File: src/rtl/load_store_unit_pkg.sv
// Shared types and helpers for the MEM-stage load/store unit.
// Holds the FSM state encoding, the funct3 encodings and the access-size decode.
package load_store_unit_pkg;

  typedef enum logic [1:0] {
    LSU_IDLE = 2'd0,
    LSU_REQ  = 2'd1,
    LSU_WAIT = 2'd2
  } lsu_state_e;

  typedef enum logic [1:0] {
    SZ_BYTE = 2'd0,
    SZ_HALF = 2'd1,
    SZ_WORD = 2'd2
  } access_size_e;

  localparam logic [2:0] F3_LB  = 3'b000;
  localparam logic [2:0] F3_LH  = 3'b001;
  localparam logic [2:0] F3_LW  = 3'b010;
  localparam logic [2:0] F3_LBU = 3'b100;
  localparam logic [2:0] F3_LHU = 3'b101;
  localparam logic [2:0] F3_SB  = 3'b000;
  localparam logic [2:0] F3_SH  = 3'b001;
  localparam logic [2:0] F3_SW  = 3'b010;

  // Any encoding that is not a legal load/store of that direction is a word access.
  function automatic access_size_e access_size(input logic [2:0] f3, input logic is_store);
    access_size_e sz;
    case (f3)
      F3_LB:   sz = SZ_BYTE;
      F3_LH:   sz = SZ_HALF;
      F3_LBU:  sz = is_store ? SZ_WORD : SZ_BYTE;
      F3_LHU:  sz = is_store ? SZ_WORD : SZ_HALF;
      default: sz = SZ_WORD;
    endcase
    return sz;
  endfunction

endpackage

File: src/rtl/load_store_unit_lsu_align.sv
// Combinational byte-lane datapath: store strobes/replication, misalignment detection,
// and load lane extraction with sign/zero extension.
module lsu_align
  import load_store_unit_pkg::*;
(
  input  logic [1:0]  req_addr_lo,
  input  logic [2:0]  req_funct3,
  input  logic        req_we,
  input  logic [31:0] req_store_data,
  output logic [3:0]  wstrb,
  output logic [31:0] wdata,
  output logic        misalign,
  input  logic [1:0]  ld_addr_lo,
  input  logic [2:0]  ld_funct3,
  input  logic [31:0] ld_rdata,
  output logic [31:0] ld_data
);

  access_size_e req_size;
  access_size_e ld_size;
  logic [7:0]   ld_byte;
  logic [15:0]  ld_half;

  // Request side: strobes, lane-replicated write data and alignment check.
  always_comb begin
    req_size = access_size(req_funct3, req_we);
    wstrb    = 4'b1111;
    wdata    = req_store_data;
    misalign = 1'b0;
    case (req_size)
      SZ_BYTE: begin
        wstrb    = 4'b0001 << req_addr_lo;
        wdata    = {4{req_store_data[7:0]}};
        misalign = 1'b0;
      end
      SZ_HALF: begin
        wstrb    = 4'b0011 << {req_addr_lo[1], 1'b0};
        wdata    = {2{req_store_data[15:0]}};
        misalign = req_addr_lo[0];
      end
      default: begin
        wstrb    = 4'b1111;
        wdata    = req_store_data;
        misalign = |req_addr_lo;
      end
    endcase
  end

  // Response side: pick the addressed lane; funct3[2] selects zero extension.
  always_comb begin
    ld_size = access_size(ld_funct3, 1'b0);
    case (ld_addr_lo)
      2'd0:    ld_byte = ld_rdata[7:0];
      2'd1:    ld_byte = ld_rdata[15:8];
      2'd2:    ld_byte = ld_rdata[23:16];
      default: ld_byte = ld_rdata[31:24];
    endcase
    if (ld_addr_lo[1]) begin
      ld_half = ld_rdata[31:16];
    end else begin
      ld_half = ld_rdata[15:0];
    end
    case (ld_size)
      SZ_BYTE: ld_data = {{24{ld_byte[7] & ~ld_funct3[2]}}, ld_byte};
      SZ_HALF: ld_data = {{16{ld_half[15] & ~ld_funct3[2]}}, ld_half};
      default: ld_data = ld_rdata;
    endcase
  end

endmodule

File: src/rtl/load_store_unit.sv
// MEM-stage load/store unit: ALU passthrough plus a req/gnt/rvalid data-bus engine.
// Holds the access FSM, the captured operation and the writeback-side output registers.
module load_store_unit
  import load_store_unit_pkg::*;
#(
  parameter int XLEN = 32
) (
  input  logic            clk_i,
  input  logic            rst_i,
  input  logic            valid_i,
  input  logic [4:0]      rd_addr_i,
  input  logic [XLEN-1:0] rd_data_i,
  input  logic            rd_we_i,
  input  logic            mem_req_i,
  input  logic            mem_we_i,
  input  logic [2:0]      funct3_i,
  input  logic [XLEN-1:0] store_data_i,
  output logic            stall_o,
  output logic            dbus_req_o,
  output logic [XLEN-1:0] dbus_addr_o,
  output logic            dbus_we_o,
  output logic [3:0]      dbus_wstrb_o,
  output logic [XLEN-1:0] dbus_wdata_o,
  input  logic            dbus_gnt_i,
  input  logic            dbus_rvalid_i,
  input  logic [XLEN-1:0] dbus_rdata_i,
  output logic [4:0]      rd_addr_o,
  output logic [XLEN-1:0] rd_data_o,
  output logic            rd_we_o,
  output logic            misalign_o
);

  lsu_state_e      state_q, state_d;
  logic [XLEN-1:2] op_addr_q, op_addr_d;
  logic [1:0]      op_addr_lo_q, op_addr_lo_d;
  logic [2:0]      op_funct3_q, op_funct3_d;
  logic            op_we_q, op_we_d;
  logic [3:0]      op_wstrb_q, op_wstrb_d;
  logic [XLEN-1:0] op_wdata_q, op_wdata_d;
  logic [4:0]      op_rd_addr_q, op_rd_addr_d;
  logic            op_rd_we_q, op_rd_we_d;
  logic [4:0]      rd_addr_q, rd_addr_d;
  logic [XLEN-1:0] rd_data_q, rd_data_d;
  logic            rd_we_q, rd_we_d;
  logic            misalign_q, misalign_d;

  logic [3:0]      align_wstrb;
  logic [XLEN-1:0] align_wdata;
  logic            align_misalign;
  logic [XLEN-1:0] align_ld_data;

  lsu_align u_align (
    .req_addr_lo    (rd_data_i[1:0]),
    .req_funct3     (funct3_i),
    .req_we         (mem_we_i),
    .req_store_data (store_data_i),
    .wstrb          (align_wstrb),
    .wdata          (align_wdata),
    .misalign       (align_misalign),
    .ld_addr_lo     (op_addr_lo_q),
    .ld_funct3      (op_funct3_q),
    .ld_rdata       (dbus_rdata_i),
    .ld_data        (align_ld_data)
  );

  // Next-state, capture and writeback decisions; stall releases on the rvalid cycle.
  always_comb begin
    state_d      = state_q;
    op_addr_d    = op_addr_q;
    op_addr_lo_d = op_addr_lo_q;
    op_funct3_d  = op_funct3_q;
    op_we_d      = op_we_q;
    op_wstrb_d   = op_wstrb_q;
    op_wdata_d   = op_wdata_q;
    op_rd_addr_d = op_rd_addr_q;
    op_rd_we_d   = op_rd_we_q;
    rd_addr_d    = rd_addr_q;
    rd_data_d    = rd_data_q;
    rd_we_d      = 1'b0;
    misalign_d   = 1'b0;
    stall_o      = 1'b0;
    case (state_q)
      LSU_IDLE: begin
        if (valid_i && mem_req_i) begin
          if (align_misalign) begin
            misalign_d = 1'b1;
          end else begin
            op_addr_d    = rd_data_i[XLEN-1:2];
            op_addr_lo_d = rd_data_i[1:0];
            op_funct3_d  = funct3_i;
            op_we_d      = mem_we_i;
            op_wstrb_d   = align_wstrb;
            op_wdata_d   = align_wdata;
            op_rd_addr_d = rd_addr_i;
            op_rd_we_d   = rd_we_i;
            stall_o      = 1'b1;
            state_d      = LSU_REQ;
          end
        end else if (valid_i) begin
          rd_addr_d = rd_addr_i;
          rd_data_d = rd_data_i;
          rd_we_d   = rd_we_i;
        end else begin
          rd_we_d = 1'b0;
        end
      end
      LSU_REQ: begin
        stall_o = 1'b1;
        if (dbus_gnt_i) begin
          state_d = LSU_WAIT;
        end else begin
          state_d = LSU_REQ;
        end
      end
      LSU_WAIT: begin
        if (dbus_rvalid_i) begin
          state_d   = LSU_IDLE;
          rd_addr_d = op_rd_addr_q;
          if (!op_we_q) begin
            rd_data_d = align_ld_data;
            rd_we_d   = op_rd_we_q;
          end else begin
            rd_we_d = 1'b0;
          end
        end else begin
          stall_o = 1'b1;
        end
      end
      default: state_d = LSU_IDLE;
    endcase
  end

  // State, captured-op and output registers with synchronous active-low reset.
  always_ff @(posedge clk_i) begin
    if (!rst_i) begin
      state_q      <= LSU_IDLE;
      op_addr_q    <= '0;
      op_addr_lo_q <= 2'b00;
      op_funct3_q  <= 3'b000;
      op_we_q      <= 1'b0;
      op_wstrb_q   <= 4'b0000;
      op_wdata_q   <= '0;
      op_rd_addr_q <= 5'd0;
      op_rd_we_q   <= 1'b0;
      rd_addr_q    <= 5'd0;
      rd_data_q    <= '0;
      rd_we_q      <= 1'b0;
      misalign_q   <= 1'b0;
    end else begin
      state_q      <= state_d;
      op_addr_q    <= op_addr_d;
      op_addr_lo_q <= op_addr_lo_d;
      op_funct3_q  <= op_funct3_d;
      op_we_q      <= op_we_d;
      op_wstrb_q   <= op_wstrb_d;
      op_wdata_q   <= op_wdata_d;
      op_rd_addr_q <= op_rd_addr_d;
      op_rd_we_q   <= op_rd_we_d;
      rd_addr_q    <= rd_addr_d;
      rd_data_q    <= rd_data_d;
      rd_we_q      <= rd_we_d;
      misalign_q   <= misalign_d;
    end
  end

  assign dbus_req_o   = (state_q == LSU_REQ);
  assign dbus_addr_o  = {op_addr_q, 2'b00};
  assign dbus_we_o    = op_we_q;
  assign dbus_wstrb_o = op_wstrb_q;
  assign dbus_wdata_o = op_wdata_q;
  assign rd_addr_o    = rd_addr_q;
  assign rd_data_o    = rd_data_q;
  assign rd_we_o      = rd_we_q;
  assign misalign_o   = misalign_q;

endmodule

File: config.mk
export PLATFORM = sky130hd
export DESIGN_NAME = load_store_unit
export DESIGN_NICKNAME = d
export VERILOG_FILES = /design/src/rtl/load_store_unit_pkg.sv /design/src/rtl/load_store_unit_lsu_align.sv /design/src/rtl/load_store_unit.sv
export SDC_FILE = /design/constraint.sdc
export NUM_CORES = 1
export LEC_CHECK = 0
export ABC_AREA = 1
export CAP_MARGIN = 10
export CORE_MARGIN = 2
export CORE_UTILIZATION = 40
export DETAILED_ROUTE_END_ITERATION = 10
export PLACE_DENSITY = 0.72
export SETUP_SLACK_MARGIN = 0.05
export SKIP_LAST_GASP = 1
export SYNTH_ARGS = -nofsm -noshare
export SYNTH_HDL_FRONTEND = slang
export SYNTH_HIERARCHICAL = 1
export SYNTH_SLANG_ARGS = --single-unit
File: constraint.sdc
create_clock -name clk_i -period 3.5 [get_ports clk_i]
set_input_delay 0.7 -clock clk_i [delete_from_list [all_inputs] [get_ports clk_i]]
set_output_delay 0.7 -clock clk_i [all_outputs]
set_load 0.05 [all_outputs]
# == Word level (Yosys, flattened, before mapping) ==
# Index checks and enable logic that the tools add are counted.
# word_totals
elab_cells,87
out_inout_bits,110
in_bits,112
ff_bits,119
# op_classes
n_reduce_logical,16
shifts,2
eq_ne,18
n_mux,34
n_bitwise,4
# op_table
cell,n
$pmux 32 s2,3
$mux 32,4
$pmux 8 s3,1
$mux 16,1
$mux 5,3
$eq 3x3->1 const B,4
$mux 2,6
$ne 2x2->1 const B,6
$pmux 5 s2,1
$reduce_and 3->1,3
$eq 2x1->1 const B,4
$logic_not 2->1,4
$mux 1,8
$pmux 2 s4,1
$pmux 4 s2,1
$eq 3x1->1 const B,2
$logic_not 3->1,2
$pmux 2 s3,1
$reduce_or 2->1,3
$reduce_and 5->1,1
$eq 2x2->1 const B,2
$pmux 1 s2,2
$pmux 2 s2,1
$reduce_and 4->1,1
other kinds (7),9

# == Logic depth before layout (Yosys ltp) ==
# depth
depth_word,8
mapped_depth,11
mapped_depth_nobuf,10

# == By module ==
# The synthesis kept the hierarchy.
# modules_own_cells
module,cells_per_inst,seq_area_each_um2,area_each_um2,instances
load_store_unit,725,2382.3,4919.7,1
lsu_align,289,0.0,1468.9,1

# == Least setup slack after synthesis ==
# OpenSTA, ideal clock, no wires.
# synth_timing
kind,input to output
start,input port mem_we_i
end,output port stall_o
stages,8
path_slack_ps,677
t_required_ps,2800
n_path_buf,1
arrival_ps,2123
cell_sequence,a21oi_2 -> inv_2 -> nor2_4 -> o22ai_1 -> nor2_2 -> nand2_4 -> clkbuf_1 -> nand3b_1
# synth_via
elab_chain_len,7
elab_cells_between_ends,9
classes_between,1 x eq/ne; 7 x mux; 1 x reduce/logical
# synth_lines
item,line,text
start: declaration,load_store_unit.sv:15,"input logic mem_we_i,"
$mux 2 (on tied branches),"load_store_unit_pkg.sv:33, load_store_unit_pkg.sv:32",
$pmux 2 s4 *,load_store_unit_pkg.sv:29,case (f3)
$eq 2x1->1 or $logic_not 2->1 (tied branches),load_store_unit_lsu_align.sv:30,case (req_size)
$pmux 1 s2 *,load_store_unit_lsu_align.sv:30,
net align_misalign,load_store_unit.sv:49,logic align_misalign;
$mux 1 *,load_store_unit.sv:85,if (align_misalign) begin
$mux 1 *,load_store_unit.sv:84,if (valid_i && mem_req_i) begin
$pmux 1 s3 *,load_store_unit.sv:82,case (state_q)
end: declaration,load_store_unit.sv:18,"output logic stall_o,"
# The timed path passes the listed nets; every way through them passes the cells marked *.

# == Worst setup path after layout ==
# Ends and elaborated chain as after synthesis.

==> summary.txt <==
STA
  • Fmax: 319 MHz
  • Min cycle time layout: 3.13 ns
  • Slew Limit Headroom: 0.479
  • Skew final: 0.0101 ns
  • Setup violations, final: 0
  • Final worst slack: 0.366 ns
  • Total negative slack: 0 ns
  • Worst Tran Pin Value: 0.781 ns
  • Fin. Hold Viols: 0
  • RSZ-0062 raised after global routing: no
  • Crit share post-route: 0.896
  • Slew Limit Fails: 0

Final layout
  • Share of cells above drive strength 1: 0.0736
  • Layout area overhead: 41.7%
  • Fillers: ~1,600
  • Antenna diodes: 0
  • Nets: 1,309
  • Final core utilization: 0.574
  • Non-filler cells, final: roughly 1,400

Setup path
  • Critical path class: in -> out
  • Worst R2R Start: state_q[0]
  • R2r setup slk: about 1.6 ns
  • Worst Setup Start Kind: primary input
  • Slowest-stage cell, CP: clkdlybuf4s50_1
  • Worst Path Max Fanout: 26
  • CP Capture Type: output port
  • Cell Chain, Critical Path: clkdlybuf4s50_1, a21oi_2, inv_2, nor2_4, o22ai_1, nor2_2, nand2_4, nand3b_1, buf_12
  • Crit Reg-Reg Endpoint: op_addr_q[24]
  • Critical Path Max Stage Delay: approximately 0.46 ns
  • Critical Path RT: 2.80 ns
  • Worst R2R Path Depth: 7
  • Data arrival time of the critical path: between 2 and 2.5 ns

Power
  • Pwr dens: 484 nW/um^2
  • Peak supply drop: 0.349 mV
  • Leak: 4.08 nW
  • Pwr Total: around 0.0044 W

Clock network
  • CTS tree: built
  • CTS max path bufs: 2
  • Htree depth: 4
  • # hold bufs at CTS: 0
  • Clk Latency, worst-skew pair: 0.41 ns
  • Root Driver: clkbuf_16
  • Post-CTS Setup Inserts: 0
  • Post-CTS sizing: 0
  • Clock sinks: 119
  • CTS Buf Count: 17
  • CTS clk-pin slew, worst paths: roughly 0.06 ns

Synth
  • Synth Cell Area: 6390 sq um
  • Ys Warns: 6
  • Yosys reg bits: 119
  • Avg Cell Area, Syn: 6.30 sq um
  • Post-Synth XOR/XNOR Area: 0
  • Distinct cells, synth: 28
  • Most area-consuming cells after synthesis: dfxtp_1 37%, nand2_1 20%, nor2_1 14%
  • Largest family of logic cells by synthesized area: simple AND/OR/NAND/NOR gates
  • Async SR Flop Fraction: 0
  • Synth Area in Simple Gates: 0.436
  • Number of synthesized flops with an enable pin: 0
  • Yosys top cell area share: 0.373
  • Mux share of post-synthesis cell area: 0
  • Top_reg_cell synth: dfxtp_1
  • Commonest cells post-synth: 343 x nand2_1, 235 x nor2_1, 119 x dfxtp_1
  • Post-Syn Instances: 1,014
  • Adder-cell area share of the yosys netlist: 0
  • Cell taking the most area after synthesis: dfxtp_1
  • Register area share after synthesis: 0.373
  • Top-count cell post-synth: nand2_1
  • Synth Area in Compound Gates: 0.0807

Worst hold path
  • Hold Crit Depth: 2
  • Hold Crit Class: reg -> reg
  • Hold EP: op_addr_q[17]
  • Hold Startpoint: op_addr_q[17]

Route
  • Vias per cell: ~4.7
  • Drt wl/cell: 13.7 microns
  • Routed via count: 6,766
  • Drt pass-1 iters: 5
  • Final wirelength: between 15,000 and 20,000 microns
  • Initial DRC count: about 470
  • Detail Route Antenna Nets: 0
  • Post-route DRC: 0

Die
  • I/O pin cnt: approximately 220
  • Row count: 46
  • Die area: approximately 17,000 sq um
  • Starting Density: 0.405
  • Core footprint: 15,800 sq um
  • Die H: 130 microns
  • Die Width: approximately 130 microns

Global route
  • Vias in the first global route: 6,131
  • Met1 Use GR: 0.275
  • Met2 Use GR: 0.392
  • Antenna violations before repair: 0
  • Most Crowded Layer GR: met2
  • Pin count of the biggest net entering global routing: 86
  • GRT Resource Usage Total: 0.229
  • GR Overflow Total: 0
  • M3 GR Usage: 0.0729
  • First-pass GRT wire length: 30,400 microns

Run status
  • Status: completed

Placed design
  • GP Congestion: 0.864
  • Placed insts: ~1,400
  • HPWL after DPL: 13,800 microns
  • Pre-CTS setup slack: 0.283 ns
  • PortBufs: 219

Job
  • Max Cap Violations: 0
## sequential cells by signal, indices dropped and copies added (netlist names)
name / cells
misalign_o: 1
op_rd_we_q: 1
dbus_wstrb_o: 4
rd_data_o: 32
dbus_we_o: 1
rd_we_o: 1
rd_addr_o: 5
op_addr_q: 30
state_q: 2
op_funct3_q: 3
dbus_wdata_o: 32
op_rd_addr_q: 5
op_addr_lo_q: 2
## critical path: cells and delay by family
| family | cells | cell delay, ns |
|---|---|---|
| buf+inv | 3 | 0.68 |
| compound gates | 2 | 0.32 |
| simple gates | 4 | 0.74 |
## worst max path at each step
stage	slack, ns	from	endpoint
floorplan	0.68	mem_we_i	stall_o
global placement	0.37	funct3_i[2]	op_addr_q[28]
detailed placement	0.28	mem_we_i	op_addr_q[24]
CTS	0.37	mem_we_i	stall_o
global route	0.27	mem_we_i	stall_o
finish	0.37	mem_we_i	stall_o
## per-stage QoR
stage	area [sq um]	hold WS [ns]
global route	9050	0.500
floorplan	6390	0.455
detailed placement	8510	0.473
global placement	8510	0.462
finish	9050	0.482
CTS	9050	0.487
## cells by family (layout without fill, tap and decap cells)
kind of cell,Yosys count,count (layout)
flops,119,119
buf+inv,136,331
compound gates,99,99
simple gates,659,659
other cells,1,2
## power breakdown
part           internal [W]  switching [W]
sequential          0.00146      0.0000620
clock              0.000917       0.000694
combinational      0.000454       0.000794
## cells in the final DEF (no fill, tap or decap), types with 6 or more instances in the layout
cell             instances
buf_4                   13
clkbuf_16               17
clkdlybuf4s50_1        217
clkinvlp_4               6
dfxtp_1                119
inv_1                   61
inv_2                    7
nand2_1                343
nand3_1                 44
nand3_2                 22
nor2_1                 235
o21ai_0                 85
o21ai_1                  6
## layer usage
| metal | up-vias | share of wire | wire (microns) |
|---|---|---|---|
| li1 | 3473 | - | - |
| met1 | 3012 | 0.43 | 8320 |
| met2 | 259 | 0.47 | 9200 |
| met3 | 22 | 0.087 | 1700 |
| met4 | 0 | 0.015 | 301 |
| met5 | - | 0 | 0 |
## cell type report
type                    instances  area (sq um)  share of cell area
multi-input cells             760          3310               0.365
flip-flops and latches        119          2380               0.263
inverters                      68           255              0.0282
well taps                     216           270              0.0298
clock inverters                15           123              0.0135
clock buffers                  17           425              0.0470
repair buffers                231          2290               0.253
No activity file was read; power rests on OpenSTA's default activity.
